<file path="src/rtl/ldpc_pkg.sv">
// Shared constants and FSM encoding for the LDPC encoder frame sequencer.
// The accumulator geometry is fixed per code rate; K_BITS must be a multiple of M_BITS.
package ldpc_pkg;

  localparam int K_BITS     = 4320;
  localparam int M_BITS     = 360;
  localparam int CNT_W      = 13;
  localparam int ADDR_W     = 9;
  localparam int CLR_CYCLES = 2;

  typedef enum logic [2:0] {
    ST_IDLE   = 3'd0,
    ST_CLEAR  = 3'd1,
    ST_INFO   = 3'd2,
    ST_FLUSH  = 3'd3,
    ST_PARITY = 3'd4,
    ST_DRAIN  = 3'd5
  } ctrl_state_e;

endpackage

</file>
<file path="src/rtl/ldpc_out_align.sv">
// Codeword output stage: merges forwarded systematic bits with accumulator read-back,
// delaying the parity strobe one cycle to line up with the registered accumulator dout.
module ldpc_out_align (
  input  logic clk,
  input  logic rst_n,
  input  logic sys_valid,
  input  logic sys_data,
  input  logic sys_first,
  input  logic par_rd,
  input  logic par_last,
  input  logic enc_parity,
  output logic m_valid,
  output logic m_data,
  output logic m_sop,
  output logic m_eop
);

  logic rd_v;
  logic rd_last;

  // rd_v marks the cycle in which enc_parity holds the bit addressed one cycle earlier.
  always_ff @(posedge clk or negedge rst_n) begin
    if (!rst_n) begin
      rd_v    <= 1'b0;
      rd_last <= 1'b0;
      m_valid <= 1'b0;
      m_data  <= 1'b0;
      m_sop   <= 1'b0;
      m_eop   <= 1'b0;
    end else begin
      rd_v    <= par_rd;
      rd_last <= par_last;
      m_valid <= sys_valid | rd_v;
      m_data  <= sys_valid ? sys_data : (rd_v & enc_parity);
      m_sop   <= sys_valid & sys_first;
      m_eop   <= rd_v & rd_last;
    end
  end

endmodule

</file>
<file path="src/rtl/ldpc_enc_ctrl.sv">
// Frame sequencer for the 360-column parity accumulator: clears it, streams info bits
// into it, reads parity back MSB-address first and emits one serial codeword per frame.
module ldpc_enc_ctrl
  import ldpc_pkg::*;
(
  input  logic              clk,
  input  logic              rst_n,
  input  logic              s_valid,
  input  logic              s_data,
  input  logic              s_last,
  output logic              s_ready,
  output logic              enc_clr_n,
  output logic              enc_din_valid,
  output logic              enc_din,
  output logic [CNT_W-1:0]  enc_counter,
  output logic [ADDR_W-1:0] enc_out_addr,
  output logic              enc_data_valid_check,
  input  logic              enc_parity,
  output logic              m_valid,
  output logic              m_data,
  output logic              m_sop,
  output logic              m_eop,
  output logic              busy,
  output logic              frame_done,
  output logic              err_len
);

  localparam logic [CNT_W-1:0]  LAST_IDX  = CNT_W'(K_BITS - 1);
  localparam logic [ADDR_W-1:0] ADDR_TOP  = ADDR_W'(M_BITS - 1);
  localparam logic [1:0]        CLR_LAST  = 2'(CLR_CYCLES - 1);

  ctrl_state_e       state;
  logic [1:0]        clr_cnt;
  logic              drain_cnt;
  logic [CNT_W-1:0]  cnt;
  logic [ADDR_W-1:0] addr;
  logic              clr_n_q;
  logic              dvc_q;
  logic              err_q;
  logic              done_q;

  logic accept;
  logic at_last_idx;
  logic len_err;
  logic sys_valid;

  // Input handshake: a bit transfers on a cycle where s_valid & s_ready are both high;
  // s_ready depends only on state, never on s_valid, and the source holds its bit until taken.
  always_comb begin
    s_ready     = (state == ST_INFO);
    accept      = s_valid & s_ready;
    at_last_idx = (cnt == LAST_IDX);
    len_err     = accept & (s_last ^ at_last_idx);
    sys_valid   = accept & ~len_err;
  end

  assign enc_din_valid        = accept;
  assign enc_din              = accept & s_data;
  assign enc_counter          = cnt;
  assign enc_out_addr         = addr;
  assign enc_data_valid_check = dvc_q;
  assign enc_clr_n            = clr_n_q;
  assign busy                 = (state != ST_IDLE);
  assign frame_done           = done_q;
  assign err_len              = err_q;

  always_ff @(posedge clk or negedge rst_n) begin
    if (!rst_n) begin
      state     <= ST_IDLE;
      clr_cnt   <= 2'd0;
      drain_cnt <= 1'b0;
      cnt       <= '0;
      addr      <= ADDR_TOP;
      clr_n_q   <= 1'b1;
      dvc_q     <= 1'b0;
      err_q     <= 1'b0;
      done_q    <= 1'b0;
    end else begin
      err_q  <= 1'b0;
      done_q <= 1'b0;
      case (state)
        ST_IDLE: begin
          if (s_valid) begin
            state   <= ST_CLEAR;
            clr_n_q <= 1'b0;
            clr_cnt <= 2'd0;
            cnt     <= '0;
          end
        end
        ST_CLEAR: begin
          cnt <= '0;
          if (clr_cnt == CLR_LAST) begin
            state   <= ST_INFO;
            clr_n_q <= 1'b1;
          end else begin
            clr_cnt <= clr_cnt + 2'd1;
          end
        end
        ST_INFO: begin
          if (accept) begin
            if (len_err) begin
              err_q <= 1'b1;
              state <= ST_IDLE;
            end else if (at_last_idx) begin
              state <= ST_FLUSH;
            end else begin
              cnt <= cnt + 1'b1;
            end
          end
        end
        ST_FLUSH: begin
          // Gives the accumulator one cycle to absorb the final info bit before read-back.
          state <= ST_PARITY;
          dvc_q <= 1'b1;
          addr  <= ADDR_TOP;
        end
        ST_PARITY: begin
          if (addr == '0) begin
            state     <= ST_DRAIN;
            dvc_q     <= 1'b0;
            addr      <= ADDR_TOP;
            drain_cnt <= 1'b0;
          end else begin
            addr <= addr - 1'b1;
          end
        end
        ST_DRAIN: begin
          if (drain_cnt) begin
            state  <= ST_IDLE;
            done_q <= 1'b1;
          end else begin
            drain_cnt <= 1'b1;
          end
        end
        default: state <= ST_IDLE;
      endcase
    end
  end

  ldpc_out_align u_out_align (
    .clk        (clk),
    .rst_n      (rst_n),
    .sys_valid  (sys_valid),
    .sys_data   (s_data),
    .sys_first  (cnt == '0),
    .par_rd     (dvc_q),
    .par_last   (dvc_q & (addr == '0)),
    .enc_parity (enc_parity),
    .m_valid    (m_valid),
    .m_data     (m_data),
    .m_sop      (m_sop),
    .m_eop      (m_eop)
  );

endmodule

</file>
<file path="config.mk">
export PLATFORM = sky130hd
export DESIGN_NAME = ldpc_enc_ctrl
export DESIGN_NICKNAME = d
export VERILOG_FILES = /design/src/rtl/ldpc_pkg.sv /design/src/rtl/ldpc_out_align.sv /design/src/rtl/ldpc_enc_ctrl.sv
export SDC_FILE = /design/constraint.sdc
export NUM_CORES = 1
export LEC_CHECK = 0
export BUFFER_PORTS_ARGS = -buffer_cell sky130_fd_sc_hd__buf_4
export CORE_UTILIZATION = 45
export DETAILED_ROUTE_END_ITERATION = 8
export PLACE_DENSITY = 0.67
export SLEW_MARGIN = 20
export SYNTH_ARGS = -nofsm -noshare
export SYNTH_HDL_FRONTEND = slang
export SYNTH_SLANG_ARGS = --single-unit
</file>
<file path="constraint.sdc">
create_clock -name clk -period 3 [get_ports clk]
set_clock_uncertainty 0.2 [all_clocks]
set_input_delay 0 -clock clk [delete_from_list [all_inputs] [get_ports clk]]
set_output_delay 0 -clock clk [all_outputs]
set_load 0.02 [all_outputs]
</file>
==> results_dict.tcl, run 1 <==
set metrics [dict create \
    cts-htree-levels 2 \
    cts_root_buffer "sky130_fd_sc_hd__clkbuf_8" \
    clockPowerShare 0.433 \
    vdd_ir_max_uv 264 \
    synthTopCellsByCount "sky130_fd_sc_hd__dfrtp_1, sky130_fd_sc_hd__nand2_1, sky130_fd_sc_hd__a21oi_1, sky130_fd_sc_hd__inv_1, sky130_fd_sc_hd__o21ai_0" \
    cp_max_fo 7 \
    combinationalPowerShare 0.044 \
    timing.reg2reg.setup_slack_ns 0.14 \
    syn_nets 229 \
    residual_drc 0 \
    drt_iter0_drc 81 \
    synthesis.area_um2 2090 \
    yosysMostFrequentCell "sky130_fd_sc_hd__dfrtp_1" \
    power_mw 1.00 \
    sink_count 38 \
    yosys_register_bits 38 \
    globalplace.congestion 0.786 \
    tightest_slew_ns 0.643 \
    final_nets 275 \
    dpl.hpwl_um 3380 \
    synth_edf_count 0 \
    synthDominantCellAreaShare 0.370 \
    ios 40 \
    area_delta_synth_final_pct 24.7 \
    power_switching_share 0.222 \
    leakage_nw 1.13 \
    final-setup-viol-count 0 \
    synthesis.instances 219 \
    pin_count_of_the_biggest_net_entering_global_routing 39 \
    yosys_warnings 0 \
    final-hold-violation-count 0 \
    path_class "flip-flop to flip-flop" \
    final_area_um2 2610 \
    critical_path.reg2reg.endpoint "u_out_align.m_data$_DFF_PN0_" \
    timing.setup.tns_ns 0 \
    floorplan.core_area_um2 4410 \
    synth_cell_types 50 \
    post-synth-top-area-cell "sky130_fd_sc_hd__dfrtp_1" \
    route.final.wire_length_um 4970 \
    final_layout_size_suffix_gt1_frac 0.278 \
    rr_worst_depth 6 \
    initial_antenna_violation_count 0 \
    globalRouteOverflowTotal 0 \
    instance_area_at_placement_um2 2440 \
    outcome "finished clean" \
    die_area_um2 4930 \
    crit_slowest_cell "sky130_fd_sc_hd__dlygate4sd3_1" \
    global_route_wire_length_before_repair_um 8020 \
    postCtsSetupBuffers 0 \
    synth_seq_area_share 0.458 \
    cp-end-kind "flip-flop" \
    core.rowCount 24 \
    slew_headroom 0.566 \
    seqPwrFrac 0.523 \
    clkTransAtPathRegs_ns 0.08 \
    worst-endpoint-required_ns 3.04 \
    antenna_left 0 \
    cp_slowest_stage_delay_ns 0.57 \
    floorplan.initialDensity 0.474 \
    top_achievable_clock_speed_mhz 350 \
    finalCritPeriodShare 0.952 \
    powerDensity_nw_per_um2 384 \
    postSynth.asyncResetShare 1.00 \
    slew_viol_final 0 \
    via_count 1895 \
    postSynthAreaPerCell_um2 9.56 \
    die_x_um 70.2 \
    count_of_fill_cells_added_during_filler_insertion 394 \
    layout_min_cycle_time_ns 2.86 \
    critical_path.startpoint_type "flip-flop" \
    numPortBuffers 39 \
    timing.hold.worst.class "input port to asynchronous set/reset pin" \
    drv.max_cap_violation_count 0 \
    netSwitchingPower_uw 222 \
    p_int_uw 781 \
    die_height_um 70.2 \
    viasPerCell 5.96 \
    yosys_most_used_dff "sky130_fd_sc_hd__dfrtp_1" \
    numCtsBuffers 5 \
    route.detailed.wl_per_inst_um 15.6 \
    max-clock-path-buffers 2 \
    grt_use_total 0.204 \
    timing.critical_path.arrival_ns 2.90 \
    ys_top_cells_by_area "sky130_fd_sc_hd__dfrtp_1, sky130_fd_sc_hd__dfstp_2, sky130_fd_sc_hd__o31ai_1" \
    grt_setup_unrepaired "false" \
    first_pass_iters 4 \
    hold_slack_ns 0.00636 \
    worst_skew_pair.late_latency_ns 0.30 \
    timing.critical_path.cells "ha_1 > nand4_1 > or3_4 > mux2i_2 > mux2i_1 > dlygate4sd3_1" \
    reg2reg_from "enc_counter[0]$_DFFE_PN0P_" \
    antenna_cells_inserted 0 \
    grt_pass1_vias 1736 \
    cts_tree "built" \
]
[registers in the layout, summed over array words and instances (netlist names)]
signal,flops
drain_cnt,1
enc_clr_n,1
clr_cnt,2
frame_done,1
u_out_align.m_sop,1
err_len,1
enc_counter,13
u_out_align.m_eop,1
state,3
enc_data_valid_check,1
enc_out_addr,9
u_out_align.rd_v,1
u_out_align.rd_last,1
u_out_align.m_valid,1
u_out_align.m_data,1
[power groups by stage]
| stage | sequential (mW) | clock (mW) | combinational [mW] |
|---|---|---|---|
| global route | 0.526 | 0.458 | 0.0482 |
| global placement | 0.535 | 0 | 0.0392 |
| detailed placement | 0.535 | 0 | 0.0396 |
| CTS | 0.525 | 0.440 | 0.0448 |
| finish | 0.525 | 0.434 | 0.0438 |
| floorplan | 0.539 | 0 | 0.00719 |
[layout make-up]
class | count | area (um2) | share of cell area
clock buffer | 5 | 68.8 | 0.0263
clock inverter | 3 | 40.0 | 0.0153
inverter | 13 | 48.8 | 0.0187
multi-input combinational | 159 | 1060 | 0.405
sequential | 38 | 960 | 0.367
tap | 52 | 65.1 | 0.0249
timing repair buffer | 48 | 373 | 0.143
[what timing repair did]
item	CTS	global route
gates resized for setup	0	2
hold buffers	5	0
endpoints found under the setup margin	0	1
hold endpoints to repair	44	0
[cell usage in the layout (no fill, tap or decap), types with 7 or more instances in the layout]
cell / synthesis / layout
sky130_fd_sc_hd__inv_1: 13 / 13
sky130_fd_sc_hd__a21oi_1: 14 / 14
sky130_fd_sc_hd__o31ai_1: 11 / 11
sky130_fd_sc_hd__dfrtp_1: 31 / 31
sky130_fd_sc_hd__nand2_1: 16 / 16
sky130_fd_sc_hd__dfstp_2: 7 / 7
sky130_fd_sc_hd__nor3_1: 8 / 8
sky130_fd_sc_hd__nor2_1: 7 / 7
sky130_fd_sc_hd__nand2b_1: 7 / 7
sky130_fd_sc_hd__o21ai_0: 12 / 12
sky130_fd_sc_hd__buf_4: 0 / 43
[cell families (layout without fill, tap and decap cells)]
family,count (synthesis),after routing,synth area share
simple gates,87,87,0.248
compound gates,63,63,0.205
flops,38,38,0.458
buf+inv,22,69,0.0412
fa+ha+maj,4,4,0.0239
mux,4,4,0.0191
xor+xnor,1,1,0.00418
[worst max path at each step]
stage                                           start                      endpoint  slack (ns)  cells after the start
after floorplan           enc_out_addr[0]$_DFFE_PN1P_          state[0]$_DFFE_PN0P_        0.64                      7
after CTS                  enc_counter[0]$_DFFE_PN0P_  u_out_align.m_data$_DFF_PN0_        0.07                      6
after global placement    enc_out_addr[0]$_DFFE_PN1P_          state[0]$_DFFE_PN0P_        0.61                      6
final                      enc_counter[0]$_DFFE_PN0P_  u_out_align.m_data$_DFF_PN0_        0.14                      6
after global routing             state[2]$_DFFE_PN0P_  u_out_align.m_data$_DFF_PN0_        0.04                      5
after detailed placement  enc_out_addr[0]$_DFFE_PN1P_          state[0]$_DFFE_PN0P_        0.56                      6
[critical path, delay by kind of cell, from the launching register on]
kind | cells | cell delay, ns
simple gates | 2 | 0.84
fa+ha+maj | 1 | 0.23
flops | 1 | 0.46
mux | 2 | 0.51
buf+inv | 1 | 0.57
[routing by layer]
metal,vias to the layer above,global-route usage,wire length (um)
li1,913,-,-
met4,0,0.0667,68
met1,926,0.282,2380
met5,-,0,0
met2,50,0.316,2270
met3,6,0.0433,248
[per-stage QoR]
| step | util | cells | setup slack [ns] |
|---|---|---|---|
| global route | 0.592 | 318 | 0.0403 |
| CTS | 0.590 | 318 | 0.0688 |
| finish | 0.592 | 318 | 0.143 |
| detailed placement | 0.554 | 305 | 0.560 |
| floorplan | - | 219 | 0.644 |
| global placement | 0.554 | 305 | 0.612 |
(Power assumes the default switching activity.)
==> inputs of run 2 (changes only) <==
- PLACE_DENSITY: 0.67 -> 0.63
==> run 2 against run 1 <==
Effect of this change: core utilization grew 0.085 points; final cell count is the same; non-clock buffer count is the same; global-route usage grew 0.61 points; die area is the same; maximum frequency grew 2.6%; first-iteration DRC count grew 16%; hold slack lost 0.0043 ns; via count shrank 3.6%.
==> results_dict.tcl, run 2 (synthesis gave the netlist of run 1 again) <==
set metrics [dict create \
    cts-htree-levels 2 \
    final_layout_size_suffix_gt1_frac 0.271 \
    viasPerCell 5.74 \
    floorplan.core_area_um2 4410 \
    wirelength_met1_um 2160 \
    floorplan.initialDensity 0.474 \
    outcome "finished clean" \
    cp-end-kind "flip-flop" \
    dr_wl_met3_um 198 \
    top_achievable_clock_speed_mhz 359 \
    core.rowCount 24 \
    path_delay_family "simple AND/OR/NAND/NOR gates" \
    critical_path.startpoint_type "flip-flop" \
    cpMostUsedCell "sky130_fd_sc_hd__mux2i_1" \
    power_switching_share 0.211 \
    antenna_cells_inserted 0 \
    cp_endpoint "u_out_align.m_data$_DFF_PN0_" \
    residual_drc 0 \
    layout_min_cycle_time_ns 2.78 \
    route.final.wire_length_um 4780 \
    max-clock-path-buffers 2 \
    cp_slowest_stage_delay_ns 0.55 \
    met2RoutedLength_um 2350 \
    die_area_um2 4930 \
    cp_max_fo 7 \
    leakage_nw 1.13 \
    numPortBuffers 39 \
    worstPathBufferInverterCount 1 \
    finalCritPeriodShare 0.928 \
    p_int_uw 807 \
    final_cell_mix "sky130_fd_sc_hd__buf_4, sky130_fd_sc_hd__dfrtp_1, sky130_fd_sc_hd__nand2_1, sky130_fd_sc_hd__a21oi_1, sky130_fd_sc_hd__inv_1" \
    globalRouteOverflowTotal 0 \
    postCtsSetupBuffers 0 \
    cts_root_buffer "sky130_fd_sc_hd__clkbuf_8" \
    grt_setup_unrepaired "false" \
    area_delta_synth_final_pct 24.9 \
    combinationalPowerShare 0.042 \
    powerDensity_nw_per_um2 391 \
    reg2reg_from "enc_counter[0]$_DFFE_PN0P_" \
    clkTransAtPathRegs_ns 0.08 \
    layout_commonest_cell "sky130_fd_sc_hd__buf_4" \
    die_x_um 70.2 \
    slew_headroom 0.596 \
    ios 40 \
    dpl.hpwl_um 3220 \
    rr_worst_depth 6 \
    start_point_of_the_critical_path "enc_counter[0]$_DFFE_PN0P_" \
    die_height_um 70.2 \
    cts_tree "built" \
    drt_iter0_drc 94 \
    via_count 1826 \
    final_area_um2 2620 \
    instance_area_at_placement_um2 2440 \
    clockPowerShare 0.444 \
    fin_cells 318 \
    worst-path-stages 6 \
    antenna_left 0 \
    final-setup-viol-count 0 \
    seqPwrFrac 0.514 \
    worst-endpoint-required_ns 3.03 \
    critical_path.reg2reg.endpoint "u_out_align.m_data$_DFF_PN0_" \
    timing.hold.worst.class "input port to asynchronous set/reset pin" \
    route.detailed.wl_per_inst_um 15.0 \
    initial_antenna_violation_count 0 \
    tightest_slew_ns 0.597 \
    grt_pass1_vias 1735 \
    crit_slowest_cell "sky130_fd_sc_hd__dlygate4sd3_1" \
    sink_count 38 \
    drv.max_cap_violation_count 0 \
    path_class "flip-flop to flip-flop" \
    pin_count_of_the_biggest_net_entering_global_routing 39 \
    max_ffs_per_register 13 \
    globalplace.congestion 0.809 \
    power_mw 1.02 \
    worst_skew_pair.late_latency_ns 0.29 \
    placedCellCount 305 \
    netSwitchingPower_uw 216 \
    timing.reg2reg.setup_slack_ns 0.22 \
    timing.critical_path.arrival_ns 2.81 \
    vdd_ir_max_uv 359 \
    numCtsBuffers 5 \
    first_pass_iters 4 \
    grt_use_total 0.210 \
    timing.setup.tns_ns 0 \
    timing.critical_path.cells "ha_1 > nand4_1 > or3_4 > mux2i_1 > mux2i_1 > dlygate4sd3_1" \
    final_nets 275 \
    slew_viol_final 0 \
    highest_layer_used_for_signal_routing "met4" \
    global_route_wire_length_before_repair_um 8140 \
    final-hold-violation-count 0 \
]
==> run 2: repair_timing <==
action	in CTS	in global routing
resized for setup	0	1
hold endpoints to repair	44	0
setup endpoints to repair	0	1
hold buffers	5	0
==> run 2: worst min-delay path by stage <==
stage,from,endpoint,slack (ns),depth (start not counted)
floorplan,rst_n,clr_cnt[0]$_DFFE_PN0P_,-0.50,0
global placement,rst_n,enc_counter[10]$_DFFE_PN0P_,-0.20,1
detailed placement,rst_n,enc_counter[12]$_DFFE_PN0P_,-0.20,1
CTS,rst_n,clr_cnt[0]$_DFFE_PN0P_,0.03,2
global route,rst_n,state[0]$_DFFE_PN0P_,0.05,2
finish,rst_n,enc_counter[9]$_DFFE_PN0P_,0.002,2
==> run 2: area by class of cell <==
class / instances / area (um2)
Clock inverter: 1 / 30.0
Timing Repair Buffer: 48 / 373
Sequential cell: 38 / 960
Clock buffer: 7 / 86.3
Tap cell: 52 / 65.1
Multi-Input combinational cell: 159 / 1050
Inverter: 13 / 48.8
Fill cell: 381 / 1800
==> run 2: routing by layer <==
layer	track usage	vias to the layer above
met5	0	-
met4	0.0867	0
met3	0.0563	7
met2	0.346	46
met1	0.258	862
li1	-	911
==> run 2: worst reg2reg max path, delay by kind of cell, from the launching register on <==
| kind | cells | cell delay (ns) |
|---|---|---|
| adder cells (fa/ha/maj) | 1 | 0.22 |
| buffers and inverters | 1 | 0.55 |
| AND/OR/NAND/NOR | 2 | 0.80 |
| multiplexers | 2 | 0.49 |
| flip-flops | 1 | 0.46 |
==> run 2: power by group through the flow <==
stage	Combinational [mW]	Sequential (mW)	Clock, mW
after floorplan	0.00719	0.539	0
after global placement	0.0389	0.535	0
after detailed placement	0.0392	0.535	0
after CTS	0.0446	0.525	0.466
after global routing	0.0489	0.526	0.488
final	0.0434	0.525	0.454
==> run 2: through the flow <==
stage,setup WS [ns],hold slack [ns],util
2_1_floorplan,0.644,-0.496,-
3_3_place_gp,0.628,-0.198,0.554
3_5_place_dp,0.530,-0.198,0.554
4_1_cts,0.145,0.0286,0.592
5_1_grt,0.0515,0.0530,0.593
6_report,0.216,0.00207,0.593
==> inputs of run 3 (changes only) <==
- CTS_CLUSTER_DIAMETER: not set -> 100
- REMOVE_ABC_BUFFERS: not set -> 1
==> run 3 against run 2 <==
Effect of this change: sequential power about the same; via count down 0.44%; setup slack better by 0.0093 ns; clock power down 20%; largest cell class unchanged.
==> results_dict.tcl, run 3 (synthesis gave the netlist of run 1 again) <==
set metrics [dict create \
    cts-htree-levels 2 \
    slew_viol_final 0 \
    worst-endpoint-required_ns 3.03 \
    viasPerCell 5.74 \
    die_x_um 70.2 \
    tightest_slew_ns 0.661 \
    layout_commonest_cell "sky130_fd_sc_hd__buf_4" \
    final_layout_size_suffix_gt1_frac 0.268 \
    antenna_cells_inserted 0 \
    final_cell_mix "sky130_fd_sc_hd__buf_4, sky130_fd_sc_hd__dfrtp_1, sky130_fd_sc_hd__nand2_1, sky130_fd_sc_hd__a21oi_1, sky130_fd_sc_hd__inv_1" \
    critical_path.startpoint_type "flip-flop" \
    path_class "flip-flop to flip-flop" \
    final-setup-viol-count 0 \
    timing.critical_path.arrival_ns 2.80 \
    final.setup.worst_slack_ns 0.226 \
    ios 40 \
    sink_count 38 \
    drt_iter0_drc 97 \
    cts_tree "built" \
    numPortBuffers 39 \
    rr_worst_depth 6 \
    floorplan.initialDensity 0.474 \
    clkTransAtPathRegs_ns 0.08 \
    final_nets 274 \
    antenna_left 0 \
    vdd_ir_max_uv 235 \
    final-hold-violation-count 0 \
    residual_drc 0 \
    cp_max_fo 7 \
    layout_min_cycle_time_ns 2.77 \
    first_pass_iters 4 \
    globalRouteOverflowTotal 0 \
    worst_skew_pair.late_latency_ns 0.29 \
    cp-end-kind "flip-flop" \
    outcome "finished clean" \
    initial_antenna_violation_count 0 \
    via_count 1818 \
    max-clock-path-buffers 2 \
    place_ws_ns 0.548 \
    globalplace.congestion 0.799 \
    floorplan.core_area_um2 4410 \
    grt_use_total 0.210 \
    postCtsSetupBuffers 0 \
    slew_headroom 0.558 \
    grt_setup_unrepaired "false" \
    die_height_um 70.2 \
    numCtsBuffers 5 \
    powerDensity_nw_per_um2 361 \
    top_achievable_clock_speed_mhz 360 \
    core.rowCount 24 \
    finalCritPeriodShare 0.925 \
    area_delta_synth_final_pct 23.4 \
    global_route_wire_length_before_repair_um 8340 \
    max_ffs_per_register 13 \
    drv.max_cap_violation_count 0 \
    cts_root_buffer "sky130_fd_sc_hd__clkbuf_8" \
    grt_pass1_vias 1807 \
    timing.setup.tns_ns 0 \
    route.detailed.wl_per_inst_um 15.0 \
    route.final.wire_length_um 4750 \
    die_area_um2 4930 \
    timing.hold.worst.class "input port to asynchronous set/reset pin" \
    dpl.hpwl_um 3380 \
    pin_count_of_the_biggest_net_entering_global_routing 39 \
    leakage_nw 1.12 \
]
-- run 3: power breakdown --
part / switching, mW / leakage (nW) / internal, mW
registers: 0.00833 / 0.455 / 0.517
clock network: 0.179 / 0.0482 / 0.185
logic: 0.0242 / 0.616 / 0.0189
total: 0.212 / 1.12 / 0.722
-- run 3: final timing paths --
path	slack, ns	from	to
worst max-delay path	0.23	enc_counter[0]$_DFFE_PN0P_	u_out_align.m_data$_DFF_PN0_
worst min-delay path	0.02	rst_n	enc_counter[9]$_DFFE_PN0P_
worst max register to register	0.23	enc_counter[0]$_DFFE_PN0P_	u_out_align.m_data$_DFF_PN0_
worst min register to register	0.25	enc_data_valid_check$_DFFE_PN0P_	u_out_align.rd_v$_DFF_PN0_
max in group asynchronous	2.21	rst_n	enc_clr_n$_DFFE_PN1P_
min in group clk	0.25	enc_data_valid_check$_DFFE_PN0P_	u_out_align.rd_v$_DFF_PN0_
-- run 3: worst max-delay path, cell delays in order (launching register included) --
cell                            delay, ns
sky130_fd_sc_hd__dfrtp_1             0.45
sky130_fd_sc_hd__ha_1                0.22
sky130_fd_sc_hd__nand4_1             0.27
sky130_fd_sc_hd__or3_4               0.52
sky130_fd_sc_hd__mux2i_1             0.27
sky130_fd_sc_hd__mux2i_1             0.21
sky130_fd_sc_hd__dlygate4sd3_1       0.55
-- run 3: final cells by class --
cell class	count	area [um2]
flip-flops and latches	38	960
clock buffers	7	86.3
clock inverters	1	5.00
repair buffers	47	365
fillers	421	1830
multi-input cells	159	1050
well taps	52	65.1
inverters	13	48.8
-- run 3: per-stage QoR --
| step | area, um2 | hold slack, ns | total power [mW] | utilization | instances |
|---|---|---|---|---|---|
| after global routing | 2580 | 0.0575 | 0.974 | 0.585 | 317 |
| after detailed placement | 2440 | -0.196 | 0.574 | 0.552 | 304 |
| after CTS | 2580 | 0.0315 | 0.945 | 0.584 | 317 |
| after global placement | 2440 | -0.199 | 0.574 | 0.552 | 304 |
| after floorplan | 2060 | -0.496 | 0.546 | - | 210 |
| final | 2580 | 0.0181 | 0.933 | 0.585 | 317 |
-- run 3: timing repair --
| item | CTS | global route |
|---|---|---|
| endpoints found under the setup margin | 0 | 1 |
| hold endpoints to repair | 44 | 0 |
| hold buffers | 5 | 0 |
| gates resized for setup | 0 | 1 |
-- run 3: per-layer routing --
layer  wire, um  GRT usage
met5          0          0
met4         78     0.0889
met3        184     0.0390
met2       2410      0.361
met1       2070      0.257
